$ cat src/rtl/spi_ram_arbiter.sv
// Round-robin arbiter that sequences two requesters onto the spi_ram command port.
// Optional read watchdog enabled by defining RAM_ARB_TIMEOUT_EN (adds err_timeout).
module spi_ram_arbiter #(
  parameter int ADDR_SIZE = 8,
  parameter int TIMEOUT   = 15
) (
  input  logic                 clk,
  input  logic                 rst,
  input  logic                 req0_valid,
  output logic                 req0_ready,
  input  logic                 req0_wr,
  input  logic [ADDR_SIZE-1:0] req0_addr,
  input  logic [7:0]           req0_wdata,
  output logic                 rsp0_valid,
  output logic [7:0]           rsp0_rdata,
  input  logic                 req1_valid,
  output logic                 req1_ready,
  input  logic                 req1_wr,
  input  logic [ADDR_SIZE-1:0] req1_addr,
  input  logic [7:0]           req1_wdata,
  output logic                 rsp1_valid,
  output logic [7:0]           rsp1_rdata,
  output logic [ADDR_SIZE+1:0] ram_din,
  output logic                 ram_rx_valid,
  input  logic                 ram_tx_valid,
  input  logic [7:0]           ram_dout,
  output logic                 busy
`ifdef RAM_ARB_TIMEOUT_EN
  ,
  output logic                 err_timeout
`endif
);

  typedef enum logic [2:0] {
    IDLE,
    SEND_ADDR,
    SEND_WDATA,
    SEND_RD,
    WAIT_RD
  } state_t;

  state_t                 state_q, state_d;
  logic                   rr_last_q, rr_last_d;
  logic                   wr_q, wr_d;
  logic                   id_q, id_d;
  logic [ADDR_SIZE-1:0]   addr_q, addr_d;
  logic [7:0]             wdata_q, wdata_d;
  logic                   rsp0_valid_q, rsp0_valid_d;
  logic [7:0]             rsp0_rdata_q, rsp0_rdata_d;
  logic                   rsp1_valid_q, rsp1_valid_d;
  logic [7:0]             rsp1_rdata_q, rsp1_rdata_d;
  logic                   rsp_fire;
  logic [7:0]             rsp_data;
  logic                   grant0, grant1;

`ifdef RAM_ARB_TIMEOUT_EN
  localparam int CNT_W = $clog2(TIMEOUT + 1);
  logic [CNT_W-1:0]       cnt_q, cnt_d;
  logic                   err_q, err_d;
`else
  // TIMEOUT only configures the optional watchdog.
  if (TIMEOUT < 1) begin : g_timeout_unused
  end
`endif

  // On contention the requester that was not served last wins.
  assign grant0 = req0_valid && (!req1_valid || rr_last_q);
  assign grant1 = req1_valid && (!req0_valid || !rr_last_q);

  assign req0_ready = (state_q == IDLE) && grant0;
  assign req1_ready = (state_q == IDLE) && grant1;
  assign busy       = (state_q != IDLE);
  assign rsp0_valid = rsp0_valid_q;
  assign rsp0_rdata = rsp0_rdata_q;
  assign rsp1_valid = rsp1_valid_q;
  assign rsp1_rdata = rsp1_rdata_q;
`ifdef RAM_ARB_TIMEOUT_EN
  assign err_timeout = err_q;
`endif

  always_comb begin
    ram_rx_valid = 1'b0;
    ram_din      = '0;
    case (state_q)
      SEND_ADDR: begin
        ram_rx_valid = 1'b1;
        ram_din      = {(wr_q ? 2'b00 : 2'b10), addr_q};
      end
      SEND_WDATA: begin
        ram_rx_valid = 1'b1;
        ram_din      = {2'b01, ADDR_SIZE'(wdata_q)};
      end
      SEND_RD: begin
        ram_rx_valid = 1'b1;
        ram_din      = {2'b11, {ADDR_SIZE{1'b0}}};
      end
      default: begin
      end
    endcase
  end

  always_comb begin
    state_d      = state_q;
    rr_last_d    = rr_last_q;
    wr_d         = wr_q;
    id_d         = id_q;
    addr_d       = addr_q;
    wdata_d      = wdata_q;
    rsp0_valid_d = 1'b0;
    rsp0_rdata_d = rsp0_rdata_q;
    rsp1_valid_d = 1'b0;
    rsp1_rdata_d = rsp1_rdata_q;
    rsp_fire     = 1'b0;
    rsp_data     = 8'h00;
`ifdef RAM_ARB_TIMEOUT_EN
    cnt_d        = cnt_q;
    err_d        = 1'b0;
`endif
    case (state_q)
      IDLE: begin
        if (grant0 || grant1) begin
          id_d      = grant1;
          rr_last_d = grant1;
          wr_d      = grant1 ? req1_wr    : req0_wr;
          addr_d    = grant1 ? req1_addr  : req0_addr;
          wdata_d   = grant1 ? req1_wdata : req0_wdata;
          state_d   = SEND_ADDR;
        end
      end
      SEND_ADDR:  state_d = wr_q ? SEND_WDATA : SEND_RD;
      SEND_WDATA: state_d = IDLE;
      SEND_RD: begin
        state_d = WAIT_RD;
`ifdef RAM_ARB_TIMEOUT_EN
        cnt_d   = '0;
`endif
      end
      WAIT_RD: begin
        // Real data on the final count takes priority over the timeout.
        if (ram_tx_valid) begin
          rsp_fire = 1'b1;
          rsp_data = ram_dout;
        end
`ifdef RAM_ARB_TIMEOUT_EN
        else if (cnt_q == CNT_W'(TIMEOUT - 1)) begin
          rsp_fire = 1'b1;
          rsp_data = 8'hFF;
          err_d    = 1'b1;
        end else begin
          cnt_d = cnt_q + CNT_W'(1);
        end
`endif
      end
      default: state_d = IDLE;
    endcase
    if (rsp_fire) begin
      state_d = IDLE;
      if (id_q) begin
        rsp1_valid_d = 1'b1;
        rsp1_rdata_d = rsp_data;
      end else begin
        rsp0_valid_d = 1'b1;
        rsp0_rdata_d = rsp_data;
      end
    end
  end

  always_ff @(posedge clk or posedge rst) begin
    if (rst) begin
      state_q      <= IDLE;
      rr_last_q    <= 1'b1;
      wr_q         <= 1'b0;
      id_q         <= 1'b0;
      addr_q       <= '0;
      wdata_q      <= 8'h00;
      rsp0_valid_q <= 1'b0;
      rsp0_rdata_q <= 8'h00;
      rsp1_valid_q <= 1'b0;
      rsp1_rdata_q <= 8'h00;
`ifdef RAM_ARB_TIMEOUT_EN
      cnt_q        <= '0;
      err_q        <= 1'b0;
`endif
    end else begin
      state_q      <= state_d;
      rr_last_q    <= rr_last_d;
      wr_q         <= wr_d;
      id_q         <= id_d;
      addr_q       <= addr_d;
      wdata_q      <= wdata_d;
      rsp0_valid_q <= rsp0_valid_d;
      rsp0_rdata_q <= rsp0_rdata_d;
      rsp1_valid_q <= rsp1_valid_d;
      rsp1_rdata_q <= rsp1_rdata_d;
`ifdef RAM_ARB_TIMEOUT_EN
      cnt_q        <= cnt_d;
      err_q        <= err_d;
`endif
    end
  end

endmodule

$ cat config.mk
export PLATFORM = sky130hd
export DESIGN_NAME = spi_ram_arbiter
export DESIGN_NICKNAME = d
export VERILOG_FILES = /design/src/rtl/spi_ram_arbiter.sv
export SDC_FILE = /design/constraint.sdc
export NUM_CORES = 1
export LEC_CHECK = 0
export BUFFER_PORTS_ARGS = -buffer_cell sky130_fd_sc_hd__buf_2
export CELL_PAD_IN_SITES_DETAIL_PLACEMENT = 1
export CELL_PAD_IN_SITES_GLOBAL_PLACEMENT = 1
export CORE_UTILIZATION = 38
export DETAILED_ROUTE_END_ITERATION = 8
export GPL_TIMING_DRIVEN = 1
export PLACE_DENSITY = 0.95
export SLEW_MARGIN = 20
export SYNTH_ARGS = -nofsm -noshare
export SYNTH_HDL_FRONTEND = slang
export SYNTH_SLANG_ARGS = --single-unit
$ cat constraint.sdc
create_clock -name clk -period 2.46 [get_ports clk]
set_input_delay 0.246 -clock clk [delete_from_list [all_inputs] [get_ports clk]]
set_output_delay 0.246 -clock clk [all_outputs]
set_load 0.005 [all_outputs]
# After elaboration in Yosys (flattened, before gate mapping)
# Index checks and enable logic that the tools add are counted.
dict set report totals {
  in_bits 47
  elab_cells 52
  regBits 40
  out_inout_bits 32
}
dict set report op_classes {
  mux 18
  n_eq_ne 6
  bitwise 1
  reduce_logical 17
}
# cell count
set op_table {}
lappend op_table {{$mux 8} 4}
lappend op_table {{$pmux 10 s3} 1}
lappend op_table {{$pmux 3 s4} 1}
lappend op_table {{$mux 1} 9}
lappend op_table {{$reduce_and 2->1} 4}
lappend op_table {{$eq 3x2->1 const B} 2}
lappend op_table {{$mux 3} 2}
lappend op_table {{$logic_and 1x1->1} 4}
lappend op_table {{$eq 3x1->1 const B} 1}
lappend op_table {{$eq 3x3->1 const B} 1}
lappend op_table {{$logic_not 1->1} 3}
lappend op_table {{$logic_not 3->1} 1}
lappend op_table {{$logic_or 1x1->1} 3}
lappend op_table {{$ne 3x2->1 const B} 1}
lappend op_table {{$reduce_bool 3->1} 1}
lappend op_table {{$reduce_or 3->1} 1}
lappend op_table {{$mux 2} 1}
lappend op_table {{$ne 2x2->1 const B} 1}
lappend op_table {{$not 1->1} 1}

# Longest topological paths before layout
dict set report logic_depth {
  ltp_word 7
  mapped_depth 6
  ltp_nobuf 3
}

# Least setup slack after synthesis
# No wires, ideal clock.
dict set report synth_path {
  path_type {register to register}
  from {register state_q[1]}
  to {register rsp0_rdata_q[0] (netlist: rsp0_rdata[0])}
  period_less_slack_ns 1.508
  required_ns 2.335
  n_path_buf 1
  setup_time_ns 0.125
  setup_slack_ns 0.952
  arrival_time_ns 1.384
  path_stages_with_launch 5
  path_cell_list {dfrtp_1 > nor2_1 > and4b_1 > buf_2 > mux2_2}
}
dict set report synth_via {
  elab_chain_len 3
  word_cells_on_any_way 4
  cone_classes {eq/ne: 1; mux: 2; reduce/logical: 1}
}
# item line_no
set synth_lines {}
lappend synth_lines {{from (decl)} 42} ;# state_t state_q, state_d;
lappend synth_lines {{from (signal assigned)} 185} ;# state_q <= state_d;
lappend synth_lines {{$eq 3x3->1 *} 119} ;# case (state_q)
lappend synth_lines {{$mux 1} 119}
lappend synth_lines {{$reduce_and 2->1 (no line)} -}
lappend synth_lines {{to (signal assigned)} 192} ;# rsp0_rdata_q <= rsp0_rdata_d;
lappend synth_lines {{to (decl)} 49} ;# logic [7:0] rsp0_rdata_q, rsp0_rdata_d;
# Mark *: on every way between the ends. The rest lies on a longest branch, timed or not.
# A chain may end at the register's enable or synchronous reset.

# Worst setup path in the final report
dict set report layout_path {
  from {register state_q[1]}
  to {output port req0_ready}
}
dict set report layout_via {
  elab_chain_len 2
}
# item line_no
set layout_lines {}
lappend layout_lines {{$logic_not 3->1} 70} ;# assign req0_ready = (state_q == IDLE) && grant0;
lappend layout_lines {{$logic_and 1x1->1} 70}
lappend layout_lines {{to (decl)} 10} ;# output logic req0_ready,
# No other way between the ends.

==> results.sh <==
export IMPL_vias_per_cell=4.87
export IMPL_core_area_sq_um=4720
export IMPL_stdcell_count=324
export IMPL_min_path_type="input pin to async pin"
export IMPL_avgSynthCellArea_sq_um=10.6
export IMPL_syn_cell_area_sq_um=1880
export IMPL_power_density_nw_per_um2=1160
export IMPL_slowest_stage="dfrtp_1"
export IMPL_synth_compound_area_share_pct=14.9
export IMPL_power_uw=2780
export IMPL_cts_resized=0
export IMPL_std_cell_rows=25
export IMPL_synth_top_family_by_area="compound AO/OA/AOI/OAI gates"
export IMPL_pin_count=79
export IMPL_synth_most_common_cell="inv_1"
export IMPL_clock_skew_ns=0.00594
export IMPL_r2r_end="wdata_q[5]"
export IMPL_start_util_pct=39.7
export IMPL_fin_area_sq_um=2400
export IMPL_drive_above_1_share_pct=43.2
export IMPL_cts_root_buf="clkbuf_8"
export IMPL_crit_path_cell_trace="nor3_4, and3_1, buf_4, buf_2"
export IMPL_ir_drop_mv=0.356
export IMPL_io_buffers=78
export IMPL_die_area_sq_um=5220
export IMPL_rr_worst_depth=4
export IMPL_reg2reg_setup_slack_ns=0.66
export IMPL_cp_max_fo=10
export IMPL_period_minus_slack_ns=2.18
export IMPL_dp_final_hpwl_um=3770
export IMPL_track_usage_pct=19.8
export IMPL_synth_seq_cells=40
export IMPL_fillers=553
export IMPL_yosys_area_top_type="dfrtp_1"
export IMPL_worst_setup_path_type="register to output pin"
export IMPL_ys_top_cells_by_count="inv_1, dfrtp_1, a222oi_1"
export IMPL_outcome="completed"
export IMPL_dr_pass1_iters=5
export IMPL_post_cts_buffers=0
export IMPL_die_h_um=72.3
export IMPL_fmax_mhz=458
export IMPL_endpoint_kind="output pin"
export IMPL_grt_first_pass_wirelength_um=7800
export IMPL_areaGrowthSynthToFinish_pct=27.9
export IMPL_nets=303
export IMPL_drt_iter0_drc=168
export IMPL_hold_viol_final=0
export IMPL_ys_warn_count=0
export IMPL_r2r_start="state_q[1]"
export IMPL_yosys_area_top_type_share_pct=52.0
export IMPL_max_cap_violations=0
export IMPL_tritoncts="done"
export IMPL_cts_max_level=2
export IMPL_worst_setup_path_start_kind="register"
export IMPL_synth_xor_area_share_pct=0
export IMPL_synthAdderAreaFrac_pct=0
export IMPL_required_ns=2.21
export IMPL_grt_antenna_before_repair=0
export IMPL_worstSkewPairLatency_ns=0.30
export IMPL_synth_edf_count=0
export IMPL_numCtsBuffers=5
export IMPL_synthMuxAreaShare_pct=9.60
export IMPL_placed_area_sq_um=2310
export IMPL_final_antenna_net_count=0
export IMPL_clk_path_buf_depth=2
export IMPL_worst_pin_slew_ns=0.789
export IMPL_drc=0
export IMPL_cts_hold_buf=0
export IMPL_arrival_ns=1.94
export IMPL_antennaDiodeCount=0
export IMPL_grt_max_degree=41
export IMPL_place_congestion=0.767
export IMPL_wl_per_cell_um=15.3
export IMPL_post_place_cells=316
export IMPL_cp_slowest_stage_delay_ns=0.48
export IMPL_gr_total_overflow=0
export IMPL_die_width_um=72.3
export IMPL_relSlewSlack_pct=47.4
export IMPL_synth_main_ff_cell="dfrtp_1"
export IMPL_synth_area_top_cells="dfrtp_1, inv_1, mux2_2, a222oi_1, a22oi_1"
export IMPL_rsz0062_at_grt="false"
export IMPL_drt_wl_total_um=4970
export IMPL_vias=1577
export IMPL_cts_reportedPaths_clkPinSlew_ns=0.08
export IMPL_slew_viol_final=0
export IMPL_setup_violations=0
export IMPL_seq_area_frac_synth_pct=53.4
export IMPL_synthArstFlopShare_pct=100
export IMPL_fin_setup_tns_ns=0
export IMPL_finalCritPeriodShare_pct=88.8
export IMPL_synthSimpleGateAreaFrac_pct=7.40
export IMPL_p_leak_uw=0.00143
export IMPL_netlist_instances=177
export IMPL_clkSinkCount=40
export IMPL_synth_distinct_cells=27
export IMPL_grt_pass1_vias=1633
export IMPL_synth_fp_nets=224
-- worst max path at each step --
stage                from       endpoint  slack [ns]  depth (start not counted)
2_1_floorplan  state_q[1]  rsp0_rdata[0]        0.95                          4
3_3_place_gp   state_q[1]     req0_ready        0.70                          4
3_5_place_dp   state_q[1]     req0_ready        0.60                          4
4_1_cts        state_q[1]     req0_ready        0.27                          4
5_1_grt        state_q[1]     req0_ready        0.17                          4
6_report       state_q[1]     req0_ready        0.28                          4
-- layer usage --
metal	vias to the layer above	part of all wire (%)	track usage (%)
met5	-	0	0
met4	0	2.4	6.75
met3	10	3.0	4.03
met2	38	51	33.3
met1	783	44	25.4
li1	746	-	-
-- area by class of cell --
type                            count  area (sq um)  share of cell area [%]
Inverter                           55           206                    8.60
Timing Repair Buffer               82           420                    17.5
Sequential cell                    40          1000                    41.8
Multi-Input combinational cell     72           599                    25.0
Clock inverter                      3          18.8                   0.782
Tap cell                           67          83.8                    3.49
Clock buffer                        5          68.8                    2.87
-- cells in the final DEF (no fill, tap or decap), drive strengths merged, types with 2 or more instances in the layout --
master / instances
dfrtp: 39
a21oi: 2
mux2: 16
nor2: 11
clkbuf: 5
nor2b: 2
buf: 82
o21ai: 2
inv: 55
and3: 2
nand2: 2
clkinv: 3
a222oi: 17
a22oi: 8
-- worst max-delay path: cells and delay by family, from the launching register on --
| family | cells | cell delay (ns) |
|---|---|---|
| AND/OR/NAND/NOR | 2 | 0.78 |
| buffers and inverters | 2 | 0.38 |
| flip-flops | 1 | 0.48 |
-- cells by family after synthesis --
group,count (synthesis)
mux,16
compound gates,32
buf+inv,65
simple gates,24
flops,40
-- flip-flops by register name, indices dropped and copies added (netlist names) --
| signal | cells |
|---|---|
| rsp1_valid | 1 |
| addr_q | 8 |
| state_q | 3 |
| rr_last_q | 1 |
| wr_q | 1 |
| wdata_q | 8 |
| rsp0_rdata | 8 |
| rsp0_valid | 1 |
| id_q | 1 |
| rsp1_rdata | 8 |
-- where the power goes --
part / internal (uW) / switching, uW
logic: 574 / 607
registers: 962 / 205
clock network: 198 / 236
total: 1730 / 1050
-- per-stage QoR --
stage               utilization [%]  setup WS (ns)  hold slack (ns)
floorplan                         -          0.952            0.316
global placement               49.0          0.698            0.390
detailed placement             49.0          0.600            0.408
CTS                            50.8          0.272           0.0855
global route                   50.8          0.167            0.107
finish                         50.8          0.277           0.0680
Note: power is estimated with default switching activity, not from simulation.
